--- src/rtl/plane_move_ctrl_pkg.sv ---
// Shared definitions for the plane movement controller: direction codes from the
// button encoder, the FSM state encoding and a counter-width helper.
package plane_move_ctrl_pkg;

  typedef enum logic [1:0] {
    DIR_UP    = 2'd0,
    DIR_DOWN  = 2'd1,
    DIR_LEFT  = 2'd2,
    DIR_RIGHT = 2'd3
  } dir_e;

  typedef enum logic [1:0] {
    PM_IDLE   = 2'd0,
    PM_DELAY  = 2'd1,
    PM_REPEAT = 2'd2
  } pm_state_e;

  // Counter only ever holds values up to max(hold, repeat) - 1.
  function automatic int cnt_width(input int hold_cyc, input int rpt_cyc);
    int m;
    m = (hold_cyc > rpt_cyc) ? hold_cyc : rpt_cyc;
    return (m < 2) ? 1 : $clog2(m);
  endfunction

endpackage

--- src/rtl/plane_axis_step.sv ---
// One-axis +/-STEP position update. Saturates at 0/MAX by default; with
// PLANE_WRAP_EN defined the axis wraps around modulo MAX+1 and never clamps.
module plane_axis_step #(
  parameter int W    = 10,
  parameter int MAX  = 639,
  parameter int STEP = 4
) (
  input  logic [W-1:0] pos_i,
  input  logic         inc_i,
  output logic [W-1:0] pos_o,
  output logic         clamped_o
);

  localparam logic [W:0] MAX_E  = (W+1)'(MAX);
  localparam logic [W:0] STEP_E = (W+1)'(STEP);
  localparam logic [W:0] WRAP_E = (W+1)'(MAX + 1);
  localparam logic [W:0] TOP_E  = (W+1)'(MAX - STEP);

  logic [W:0] ext_s;
  logic [W:0] res_s;

  // Extended-width arithmetic so x+STEP and the compares cannot overflow.
  always_comb begin
    ext_s = {1'b0, pos_i};
    res_s = ext_s;
    if (inc_i) begin
`ifdef PLANE_WRAP_EN
      if (ext_s + STEP_E > MAX_E) begin
        res_s = ext_s + STEP_E - WRAP_E;
      end else begin
        res_s = ext_s + STEP_E;
      end
`else
      if (ext_s > TOP_E) begin
        res_s = MAX_E;
      end else begin
        res_s = ext_s + STEP_E;
      end
`endif
    end else begin
      if (ext_s < STEP_E) begin
`ifdef PLANE_WRAP_EN
        res_s = ext_s + WRAP_E - STEP_E;
`else
        res_s = '0;
`endif
      end else begin
        res_s = ext_s - STEP_E;
      end
    end
    pos_o = res_s[W-1:0];
`ifdef PLANE_WRAP_EN
    clamped_o = 1'b0;
`else
    clamped_o = (res_s == ext_s);
`endif
  end

endmodule

--- src/rtl/plane_move_ctrl.sv ---
// Player plane position controller: registered move request in, immediate step on
// press, hold delay, then auto-repeat. PLANE_WRAP_EN selects a wrapping playfield.
module plane_move_ctrl
  import plane_move_ctrl_pkg::*;
#(
  parameter int X_W      = 10,
  parameter int Y_W      = 10,
  parameter int X_MAX    = 639,
  parameter int Y_MAX    = 479,
  parameter int X_INIT   = 320,
  parameter int Y_INIT   = 400,
  parameter int STEP     = 4,
  parameter int HOLD_CYC = 5000000,
  parameter int RPT_CYC  = 500000
) (
  input  logic           clk,
  input  logic           rst,
  input  logic           move_en_i,
  input  logic [1:0]     direct_i,
  output logic [X_W-1:0] pos_x_o,
  output logic [Y_W-1:0] pos_y_o,
  output logic           moving_o,
  output logic           step_o,
  output logic           blocked_o
);

  localparam int CNT_W = cnt_width(HOLD_CYC, RPT_CYC);
  localparam logic [CNT_W-1:0] HOLD_LAST = CNT_W'(HOLD_CYC - 1);
  localparam logic [CNT_W-1:0] RPT_LAST  = CNT_W'(RPT_CYC - 1);

  logic             en_q;
  logic [1:0]       dir_q, last_dir_q, last_dir_d;
  pm_state_e        state_q, state_d;
  logic [CNT_W-1:0] cnt_q, cnt_d;
  logic [X_W-1:0]   pos_x_q, pos_x_d, x_nxt_s;
  logic [Y_W-1:0]   pos_y_q, pos_y_d, y_nxt_s;
  logic             moving_q, step_q, step_d, blocked_q, blocked_d;
  logic             do_step_s, x_clamp_s, y_clamp_s, is_x_s;

  plane_axis_step #(.W(X_W), .MAX(X_MAX), .STEP(STEP)) u_axis_x (
    .pos_i     (pos_x_q),
    .inc_i     (dir_q == DIR_RIGHT),
    .pos_o     (x_nxt_s),
    .clamped_o (x_clamp_s)
  );

  plane_axis_step #(.W(Y_W), .MAX(Y_MAX), .STEP(STEP)) u_axis_y (
    .pos_i     (pos_y_q),
    .inc_i     (dir_q == DIR_DOWN),
    .pos_o     (y_nxt_s),
    .clamped_o (y_clamp_s)
  );

  assign is_x_s = (dir_q == DIR_LEFT) || (dir_q == DIR_RIGHT);

  // Press/hold/repeat sequencing; a direction change while held counts as a new press.
  always_comb begin
    state_d    = state_q;
    cnt_d      = cnt_q;
    last_dir_d = last_dir_q;
    do_step_s  = 1'b0;
    case (state_q)
      PM_IDLE: begin
        if (en_q) begin
          do_step_s  = 1'b1;
          cnt_d      = '0;
          state_d    = PM_DELAY;
          last_dir_d = dir_q;
        end else begin
          cnt_d = '0;
        end
      end
      PM_DELAY, PM_REPEAT: begin
        if (!en_q) begin
          state_d = PM_IDLE;
          cnt_d   = '0;
        end else if (dir_q != last_dir_q) begin
          do_step_s  = 1'b1;
          cnt_d      = '0;
          state_d    = PM_DELAY;
          last_dir_d = dir_q;
        end else if (cnt_q == ((state_q == PM_DELAY) ? HOLD_LAST : RPT_LAST)) begin
          do_step_s = 1'b1;
          cnt_d     = '0;
          state_d   = PM_REPEAT;
        end else begin
          cnt_d = cnt_q + CNT_W'(1);
        end
      end
      default: begin
        state_d = PM_IDLE;
        cnt_d   = '0;
      end
    endcase
  end

  // Apply a step to the selected axis and classify it as moved or blocked.
  always_comb begin
    pos_x_d   = pos_x_q;
    pos_y_d   = pos_y_q;
    step_d    = 1'b0;
    blocked_d = 1'b0;
    if (do_step_s) begin
      if (is_x_s) begin
        pos_x_d   = x_nxt_s;
        step_d    = ~x_clamp_s;
        blocked_d = x_clamp_s;
      end else begin
        pos_y_d   = y_nxt_s;
        step_d    = ~y_clamp_s;
        blocked_d = y_clamp_s;
      end
    end else begin
      step_d    = 1'b0;
      blocked_d = 1'b0;
    end
  end

  // State, input stage and registered outputs.
  always_ff @(posedge clk or posedge rst) begin
    if (rst) begin
      en_q       <= 1'b0;
      dir_q      <= 2'd0;
      last_dir_q <= 2'd0;
      state_q    <= PM_IDLE;
      cnt_q      <= '0;
      pos_x_q    <= X_W'(X_INIT);
      pos_y_q    <= Y_W'(Y_INIT);
      moving_q   <= 1'b0;
      step_q     <= 1'b0;
      blocked_q  <= 1'b0;
    end else begin
      en_q       <= move_en_i;
      dir_q      <= direct_i;
      last_dir_q <= last_dir_d;
      state_q    <= state_d;
      cnt_q      <= cnt_d;
      pos_x_q    <= pos_x_d;
      pos_y_q    <= pos_y_d;
      moving_q   <= (state_d != PM_IDLE);
      step_q     <= step_d;
      blocked_q  <= blocked_d;
    end
  end

  assign pos_x_o   = pos_x_q;
  assign pos_y_o   = pos_y_q;
  assign moving_o  = moving_q;
  assign step_o    = step_q;
  assign blocked_o = blocked_q;

endmodule

--- config.mk ---
export PLATFORM = sky130hd
export DESIGN_NAME = plane_move_ctrl
export DESIGN_NICKNAME = d
export VERILOG_FILES = /design/src/rtl/plane_move_ctrl_pkg.sv /design/src/rtl/plane_axis_step.sv /design/src/rtl/plane_move_ctrl.sv
export SDC_FILE = /design/constraint.sdc
export NUM_CORES = 1
export LEC_CHECK = 0
export CAP_MARGIN = 10
export CORE_MARGIN = 1.5
export CORE_UTILIZATION = 55
export CTS_BUF_LIST = sky130_fd_sc_hd__clkbuf_4
export CTS_CLUSTER_DIAMETER = 30
export DETAILED_ROUTE_END_ITERATION = 7
export PLACE_DENSITY = 0.8
export SLEW_MARGIN = 20
export SYNTH_ARGS = -nofsm -noshare
export SYNTH_HDL_FRONTEND = slang
export SYNTH_HIERARCHICAL = 1
export SYNTH_SLANG_ARGS = --single-unit
export TNS_END_PERCENT = 20
--- constraint.sdc ---
create_clock -name clk -period 4.05 [get_ports clk]
set_input_delay 0.405 -clock clk [delete_from_list [all_inputs] [get_ports clk]]
set_output_delay 0.405 -clock clk [all_outputs]
set_load 0.1 [all_outputs]
==> impl_results.md, run 1 <==
- Input/output buffers: 27
- Synthesized flop and latch total: 53
- Cell area after synthesis: ~3600 µm²
- Gpl congestion: 0.9792
- First-pass GRT wire length: approximately 14,000 µm
- Worst-path clk slew: 0.15 ns
- Crit path launch type: register
- DRT iter0 DRCs: 216
- Clock latency on the worst-skew pair: 0.38 ns
- Post-CTS Setup Inserts: 0
- Setup violations, final: 0
- Fraction of layout cells with a size suffix above 1: 0.1335
- Max frequency: 0.3159 GHz
- All-Layer GR Usage: 0.2423
- Pwr Density: 689.2 nW/µm²
- Outcome: finished clean
- Residual DRC: 0
- Final Cycle Share: 0.7817
- WHS Endpoint: en_q$_DFF_PP0_
- Clock root cell: clkbuf_4
- Post-DP HPWL: slightly below 6000 µm
- Total number of vias: about 3,000
- Longest Clk Path Bufs: 2
- Predominant post-synthesis flop cell: dfrtp_1
- Die area: between 7000 and 8000 µm²
- Worst EP required: 4.31 ns
- Number of global-route vias before repair: ~2,900
- Core area: ~6300 µm²
- Worst Tran Pin Value: slightly below 1 ns
- Clock skew: 0.01786 ns
- P_leak: around 1.6 nW
- Sequential area share after synthesis: 0.3692
- Simple-gate share of the synthesized area: 0.2672
- Relative slew slack: 0.3487
- Kind of critical path: register to register
- Tmin final: 3.166 ns
- Number of synthesized flops with an enable pin: 0
- Syn-to-layout area delta: 9.671%
- Worst Reg-to-Reg Cells: 8
- Gates resized, CTS repair: 0
- Drt pass-1 iters: 5
- Net count after synthesis: about 410
- Largest family of logic cells by synthesized area: simple AND/OR/NAND/NOR gates
- Synth top area cells: dfrtp_1 (33%), mux2_2 (6.9%), nor2_1 (4.7%)
- Hold buffers post-CTS: 0
- Crit Path Max Fanout: 15
- CTS Buf Count: 5
- Post-synth top area share: 0.3328
- Synth Area in Compound Gates: 0.1470
- Unrepaired setup endpoints after global routing: no
- CP endpoint kind: register
- Synth Area in XOR/XNOR: 0.05581
- Pins Over Slew Limit: 0
- Setup tns final: 0 ns
- Gr ovfl total: 0
- Hold wc startpoint: move_en_i
- Ant. Diodes: 0
- Multiplexer share of the synthesized area: 0.07730
- Mapped Cells: 397
- RR Startpoint: dir_q[1]$_DFF_PP0_
- Drt total wl: between 8000 and 9000 µm
- Number of vias per cell: around 6.2
- DR WL/cell: 16.70 µm
- H-tree depth: 2
- Core Rows: 29
- Adder-cell share of the synthesized area: 0.03466
- Area after DPL: between 3000 and 4000 µm²
- Max-cap violations: 0
- Initial antenna violation count: 0
- Reg2reg end: blocked_o$_DFF_PP0_
- Mapped Avg Cell Area: a little over 9 µm²
- R2r setup slk: around 0.88 ns
- Synth top cells by count: dfrtp_1 (48), nor2_1 (45), nand2_1 (29)
- Placed Instances: between 400 and 500
- Die width: ~84 µm
- Yosys Warn Count: 6
- Initial Util: 0.5685
- Final nets: 426
- Critical path arrival: 3.42 ns
- Post-synthesis cell type count: 64
- Largest net degree at the start of global routing: 54
- ANT nets after route: 0
- I/O pin count: 28
- Final hold vios: 0
- Most numerous cell in the Yosys netlist: dfrtp_1
- Synth async-reset ratio: 1.000
- Die H: about 84 µm
- Peak VDD IR: between 0.5 and 0.6 mV
- Worst hold path type: input pin to register
- Cell taking the most area after synthesis: dfrtp_1
- Design Area, Final: 3959 µm²
- WHS Path Cells: 1
- Non-Filler Instances: just under 500
- Clock net sink count: between 50 and 60
- CTS tree: done
## power breakdown
group | switching, mW | leakage, nW | internal [mW] | total (mW)
sequential | 0.207 | 0.687 | 0.642 | 0.850
combinational | 1.06 | 0.838 | 0.521 | 1.58
clock | 0.169 | 0.0389 | 0.128 | 0.297
total | 1.44 | 1.56 | 1.29 | 2.73
## sequential cells by signal, summed over array words and instances (netlist names)
signal      count
cnt_q          23
pos_x_o        10
pos_y_o        10
dir_q           2
last_dir_q      2
state_q         2
blocked_o       1
en_q            1
moving_o        1
step_o          1
## logic make-up after synthesis
kind of cell / after synthesis
AO/OA/AOI/OAI: 73
XOR/XNOR: 23
adder cells (fa/ha/maj): 10
buffers and inverters: 38
flip-flops: 53
multiplexers: 25
AND/OR/NAND/NOR: 175
## cell usage in the layout, fill, tap and decap left out, drive strengths merged, types with 4 or more instances in the layout
cell           instances
nand4                 13
nand2                 29
or2                    5
nor4b                  4
or4                    5
mux2                  23
a211oi                 6
xor2                  19
nor2                  45
and3                   5
or3                    8
nor3                  13
xnor2                  4
clkbuf                 5
dfstp                  5
nor4                   7
ha                    10
a21oi                 15
o21ai                 17
nand2b                 7
dfrtp                 48
inv                   14
clkdlybuf4s50         27
nand3                 19
## routing by layer
layer  part of all wire  global-route usage  up-vias  wire [µm]
met4              0.012             0.05961        0         97
li1                   -                   -     1473          -
met3              0.051             0.03660       11        414
met5                  0                   0        -          0
met2               0.46              0.3739      104       3759
met1               0.48              0.3591     1448       3895
## area by class of cell
cell class,count,area [µm²]
Sequential cell,53,1333
Timing Repair Buffer,30,292.8
Clock inverter,3,41.29
Multi-Input combinational cell,306,2101
Clock buffer,5,37.54
Inverter,15,57.56
Fill cell,539,2391
Tap cell,77,96.34
## worst max path at each step
stage,from,endpoint,slack (ns),depth (start not counted)
after floorplan,pos_y_o[3]$_DFFE_PP0P_,blocked_o$_DFF_PP0_,0.68,9
after global placement,pos_y_o[3]$_DFFE_PP0P_,blocked_o$_DFF_PP0_,1.08,7
after detailed placement,dir_q[1]$_DFF_PP0_,blocked_o$_DFF_PP0_,0.99,8
after CTS,dir_q[1]$_DFF_PP0_,blocked_o$_DFF_PP0_,0.93,8
after global routing,dir_q[1]$_DFF_PP0_,blocked_o$_DFF_PP0_,0.60,8
final,dir_q[1]$_DFF_PP0_,blocked_o$_DFF_PP0_,0.88,8
## worst max-delay path: stages (launching register included)
cell	delay (ns)
dfrtp_1	0.48
nor2b_1	0.72
nand2b_1	0.22
or4b_1	0.17
o21ai_0	0.09
or4b_1	0.53
nor4b_2	0.33
mux2i_1	0.14
a2111oi_0	0.38
## metrics by stage
stage	setup WS [ns]	util	hold slack, ns	total power, mW
final	0.8840	0.6234	0.4518	2.728
after global routing	0.5993	0.6234	0.4422	2.892
after CTS	0.9285	0.6233	0.4336	2.727
after detailed placement	0.9867	0.6108	0.4825	2.419
after global placement	1.080	0.6108	0.4738	2.410
after floorplan	0.6813	-	0.4364	2.103
Power figures use the tool's default switching activity.
==> inputs of run 2 (changes only) <==
--- a/config.mk
+++ b/config.mk
@@ -11,7 +11,7 @@
 export CTS_BUF_LIST = sky130_fd_sc_hd__clkbuf_4
 export CTS_CLUSTER_DIAMETER = 30
 export DETAILED_ROUTE_END_ITERATION = 7
-export PLACE_DENSITY = 0.8
+export PLACE_DENSITY = 0.83
 export SLEW_MARGIN = 20
 export SYNTH_ARGS = -nofsm -noshare
 export SYNTH_HDL_FRONTEND = slang
==> constraint.sdc (replaced) <==
create_clock -name clk -period 2.55 [get_ports clk]
set_input_delay 0.255 -clock clk [delete_from_list [all_inputs] [get_ports clk]]
set_output_delay 0.255 -clock clk [all_outputs]
set_load 0.1 [all_outputs]
==> run 2 against run 1 <==
The run now ends with negative setup slack left. Hold slack worse by 0.31 ns. Count of clock-buffer cells in the layout up 1. Flip-flop and latch count unchanged. Critical path depth down 1. Final area up 4.6%. Sequential share of layout area down 1.3 points. First-iteration DRC count up 1.4%. Die area unchanged. Sequential power up 39%. Setup slack worse by 0.94 ns. Combinational power up 85%. Via count up 5.0%. Critical path type unchanged. Critical endpoint unchanged.
==> impl_results.md, run 2 (synthesis gave the netlist of run 1 again) <==
- Outcome: complete, but fails checks
- Failing checks: negative setup slack
- Pwr Density: between 1000 and 1500 nW/µm²
- CP endpoint kind: register
- Final nets: 457
- Final design utilization: 0.6518
- Core Rows: 29
- Total number of vias: approximately 3,200
- Crit path launch type: register
- DR WL/cell: between 15 and 20 µm
- Max reg flops: 23
- Setup tns final: -0.05941 ns
- Clock latency on the worst-skew pair: roughly 0.37 ns
- First-pass GRT wire length: roughly 14,000 µm
- Relative slew slack: 0.5439
- Fraction of layout cells with a size suffix above 1: 0.2619
- DRT iter0 DRCs: 219
- Unrepaired setup endpoints after global routing: yes
- Critical path arrival: around 2.9 ns
- I/O pin count: 28
- Die width: 84.02 µm
- Area after DPL: roughly 4100 µm²
- Critical Path Max Stage Delay: 0.56 ns
- Number of global-route vias before repair: a little under 3,000
- Max-cap violations: 0
- Drt pass-1 iters: 6
- Pins Over Slew Limit: 0
- Worst EP required: ~2.8 ns
- Ant. Diodes: 0
- Gr ovfl total: 0
- All-Layer GR Usage: 0.2407
- Post-CTS Setup Inserts: 0
- Commonest non-fill, non-tap cell in the layout: buf_4
- Core area: between 6000 and 7000 µm²
- Die H: around 84 µm
- ANT nets after route: 0
- Worst Tran Pin Value: just under 0.7 ns
- Number of vias per cell: ~6.1
- Max frequency: about 0.38 GHz
- Kind of critical path: register to register
- Drt total wl: 8118 µm
- Clock root cell: clkbuf_4
- CTS Buf Count: 5
- Slowest-stage cell, CP: or4b_4
- Initial antenna violation count: 0
- Syn-to-layout area delta: 14.66%
- Placed Instances: between 500 and 600
- Gpl congestion: around 1
- Initial Util: 0.5685
- Input/output buffers: 27
- Top reg by flops: cnt_q
- Design Area, Final: ~4100 µm²
- Setup ws final: -0.05941 ns
- Peak VDD IR: around 1.1 mV
- Residual DRC: 0
- H-tree depth: 2
- Clock net sink count: 53
- Worst hold path type: input pin to async pin
- Crit-path cells: or4_4 -> or2_1 -> a2bb2oi_1 -> or4b_4 -> nor4b_4 -> mux2i_1 -> a2111oi_1
- Final Cycle Share: 1.023
- Setup violations, final: 1
- Fill cell count: 544
- Longest Clk Path Bufs: 2
- Final hold vios: 0
- P_leak: around 1.8 nW
- Tmin final: ~2.6 ns
- Non-Filler Instances: 520
- Hold buffers post-CTS: 0
- Post-DP HPWL: about 5900 µm
- Worst-path clk slew: around 0.15 ns
- Crit Path Max Fanout: 2
- CTS tree: done
- Most frequent cells in the layout: buf_4 (57), nor2_1 (45), dfrtp_1 (44)
- Die area: between 7000 and 8000 µm²
- Clock skew: 0.008034 ns
- Largest net degree at the start of global routing: 24
-- run 2: cell types whose count changed in the layout (fill, tap and decap cells not counted), moves of 2 or more --
| cell | delta |
|---|---|
| dfrtp_2 | +4 |
| dfrtp_1 | -4 |
| buf_4 | +54 |
| or2_0 | -2 |
| clkdlybuf4s50_1 | -23 |
| or2_1 | +2 |
-- run 2: where the power goes --
group	internal, mW	switching [mW]
clock	0.121	0.268
sequential	1.02	0.155
combinational	1.00	1.92
-- run 2: critical path, delay by kind of cell, from the launching register on --
family           cells  cell delay, ns
multiplexers         1            0.12
flip-flops           1            0.44
AO/OA/AOI/OAI        2            0.41
AND/OR/NAND/NOR      4            1.54
-- run 2: what timing repair did --
item,CTS,global route
gates resized for setup,2,4
setup endpoints to repair,1,6
cloned,0,0
endpoints found under the hold margin,0,0
pin swaps,0,1
-- run 2: layout make-up --
cell class,instances,area [µm²],area share
clock buffer,6,45.04,0.01088
clock inverter,2,16.27,0.003930
inverter,15,56.30,0.01360
multi-input combinational,306,2120,0.5121
sequential,53,1338,0.3232
tap,77,96.34,0.02328
timing repair buffer,61,467.9,0.1131
-- run 2: path summary, 6_finish.rpt --
kind / start / end / slack (ns) / cells past startpoint
worst min register to register: cnt_q[0]$_DFF_PP0_ / cnt_q[0]$_DFF_PP0_ / 0.50 / 1
worst min-delay path: rst / pos_y_o[0]$_DFFE_PP0P_ / 0.14 / 2
min in group clk: move_en_i / en_q$_DFF_PP0_ / 0.33 / 1
worst max-delay path: pos_y_o[5]$_DFFE_PP0P_ / blocked_o$_DFF_PP0_ / -0.06 / 7
worst max register to register: pos_y_o[5]$_DFFE_PP0P_ / blocked_o$_DFF_PP0_ / -0.06 / 7
max in group asynchronous: rst / pos_y_o[4]$_DFFE_PP1P_ / 1.79 / 3
-- run 2: per-layer routing --
metal  share of wire  global-route usage  vias up
li1                -                   -     1540
met1            0.46              0.3465     1515
met2            0.47              0.3688      122
met3           0.060             0.05242       12
met4           0.012             0.06408        0
met5               0                   0        -
-- run 2: stage by stage --
| step | worst slack, ns | power (mW) | hold WS (ns) |
|---|---|---|---|
| after detailed placement | -0.04969 | 4.050 | 0.4827 |
| after floorplan | -0.4204 | 3.346 | 0.2864 |
| after global routing | -0.1587 | 4.757 | 0.1332 |
| final | -0.05941 | 4.484 | 0.1380 |
| after CTS | -0.07875 | 4.454 | 0.1384 |
| after global placement | -0.008739 | 4.020 | 0.4696 |
==> inputs of run 3 (changes only) <==
--- a/config.mk
+++ b/config.mk
@@ -12,7 +12,6 @@
 export CTS_CLUSTER_DIAMETER = 30
 export DETAILED_ROUTE_END_ITERATION = 7
 export PLACE_DENSITY = 0.83
-export SLEW_MARGIN = 20
 export SYNTH_ARGS = -nofsm -noshare
 export SYNTH_HDL_FRONTEND = slang
 export SYNTH_HIERARCHICAL = 1
==> constraint.sdc (replaced) <==
create_clock -name clk -period 2.55 [get_ports clk]
set_input_delay 0.51 -clock clk [delete_from_list [all_inputs] [get_ports clk]]
set_output_delay 0.51 -clock clk [all_outputs]
set_load 0.1 [all_outputs]
==> run 3 against run 2 <==
The flow still finishes with violations (negative setup slack). Maximum frequency is 2.0% higher. Non-clock buffer count is 1 lower. Total power is 0.18% higher. Utilization is 0.079 points higher. Largest power group unchanged.
==> impl_results.md, run 3 (synthesis gave the netlist of run 1 again) <==
- Final Cycle Share: 1.003
- Drt pass-1 iters: 4
- Crit path launch type: register
- Reg area: between 1000 and 1500 µm²
- Tmin final: 2.557 ns
- Pins Over Slew Limit: 0
- Worst Reg-to-Reg Cells: 7
- Worst EP required: approximately 2.8 ns
- Final nets: approximately 460
- Top reg by flops: cnt_q
- All-Layer GR Usage: 0.2400
- RR Startpoint: pos_y_o[5]$_DFFE_PP0P_
- Worst hold path type: input pin to async pin
- Critical Path Max Stage Delay: around 0.56 ns
- Pwr Density: 1084 nW/µm²
- CP endpoint kind: register
- Final hold vios: 0
- Max-cap violations: 0
- Largest net degree at the start of global routing: 54
- Critical path arrival: approximately 2.8 ns
- Top cell family by delay on the critical path: simple AND/OR/NAND/NOR gates
- Slowest-stage cell, CP: or4b_4
- Area occupied by multi-input gates: about 2100 µm²
- Worst-path clk slew: 0.16 ns
- Die width: approximately 84 µm
- Fraction of layout cells with a size suffix above 1: 0.2624
- Number of global-route vias before repair: roughly 3,000
- Clock root cell: clkbuf_4
- Post-DP HPWL: 6004 µm
- First-pass GRT wire length: about 14,000 µm
- Outcome: complete, but fails checks
- Commonest non-fill, non-tap cell in the layout: buf_4
- R2r setup slk: -0.007 ns
- P_leak: roughly 1.7 nW
- CTS tree: done
- Max reg flops: 23
- Overall power: roughly 4.5 mW
- Reg2reg end: blocked_o$_DFF_PP0_
- Initial Util: 0.5685
- Setup ws final: -0.007095 ns
- Most frequent cells in the layout: buf_4 (55), nor2_1 (45), dfrtp_1 (44)
- H-tree depth: 2
- Max frequency: 0.3911 GHz
- Residual DRC: 0
- Total number of vias: 3,150
- Input/output buffers: 27
- Crit Path Max Fanout: 2
- Relative slew slack: 0.5444
- Post-CTS Setup Inserts: 0
- Crit-path cells: or4_4 -> or2_1 -> a2bb2oi_1 -> or4b_4 -> nor4b_4 -> mux2i_1 -> a2111oi_2
- Die area: around 7000 µm²
- Setup tns final: -0.007095 ns
- Number of vias per cell: approximately 6.1
- CTS Buf Count: 5
- Fill cell count: 529
- Unrepaired setup endpoints after global routing: yes
- Clock net sink count: 53
- Peak VDD IR: 1.166 mV
- Worst Path Buf+Inv: 0
- Syn-to-layout area delta: 14.80%
- DRT iter0 DRCs: between 200 and 300
- Kind of critical path: register to register
- Gpl congestion: roughly 1
- Hold buffers post-CTS: 0
- DR WL/cell: approximately 16 µm
- Worst Tran Pin Value: around 0.68 ns
- I/O pin count: 28
- Clock skew: approximately 0.012 ns
- Ant. Diodes: 0
- Core Rows: 29
- Die H: 84.02 µm
- Drt total wl: around 8200 µm
- Hold Slack: 0.4647 ns
- Setup violations, final: 1
- Initial antenna violation count: 0
- ANT nets after route: 0
- Longest Clk Path Bufs: 2
- Core area: 6350 µm²
- Failing checks: negative setup slack
- Gr ovfl total: 0
- Clock latency on the worst-skew pair: roughly 0.37 ns
[run 3: cell type report]
| type | instances | share of cell area |
|---|---|---|
| inverter | 15 | 0.01359 |
| clock inverter | 2 | 0.003623 |
| clock buffer | 6 | 0.01087 |
| timing repair buffer | 60 | 0.1141 |
| sequential | 53 | 0.3228 |
| multi-input combinational | 306 | 0.5118 |
| tap | 77 | 0.02325 |
[run 3: routing by layer]
metal | global-route usage | wire [µm] | vias up
li1 | - | - | 1538
met1 | 0.3421 | 3917 | 1520
met2 | 0.3878 | 3823 | 84
met3 | 0.04154 | 375 | 8
met4 | 0.04769 | 78 | 0
met5 | 0 | 0 | -
[run 3: tightest hold or removal path, stage by stage]
cell and delay (ns):
clkdlybuf4s50_1 0.41, inv_2 0.07, buf_12 0.25
[run 3: worst max path at each step]
stage | start | end | slack (ns) | cells after the start
CTS | pos_y_o[5]$_DFFE_PP0P_ | blocked_o$_DFF_PP0_ | -0.02 | 7
global route | pos_y_o[5]$_DFFE_PP0P_ | blocked_o$_DFF_PP0_ | -0.12 | 7
finish | pos_y_o[5]$_DFFE_PP0P_ | blocked_o$_DFF_PP0_ | -0.007 | 7
global placement | pos_y_o[5]$_DFFE_PP0P_ | blocked_o$_DFF_PP0_ | -0.006 | 7
detailed placement | pos_y_o[5]$_DFFE_PP0P_ | blocked_o$_DFF_PP0_ | -0.14 | 7
floorplan | pos_y_o[3]$_DFFE_PP0P_ | blocked_o$_DFF_PP0_ | -0.42 | 9
[run 3: metrics by stage]
step / instance area, µm² / std cells / setup slack, ns / util
CTS: 4134 / 519 / -0.02211 / 0.6510
floorplan: 3615 / 397 / -0.4204 / -
global placement: 4064 / 511 / -0.006261 / 0.6400
detailed placement: 4064 / 511 / -0.1445 / 0.6400
global route: 4144 / 519 / -0.1214 / 0.6526
finish: 4144 / 519 / -0.007095 / 0.6526
[run 3: timing repair]
item / CTS / global route
endpoints found under the setup margin: 1 / 15
pin swaps: 0 / 2
gates cloned: 0 / 0
resized for setup: 4 / 3
[run 3: power by group]
group / switching [mW] / leakage (nW) / total [mW] / internal [mW]
logic: 1.93 / 1.03 / 2.93 / 0.998
registers: 0.150 / 0.683 / 1.17 / 1.02
clock network: 0.272 / 0.0279 / 0.391 / 0.119
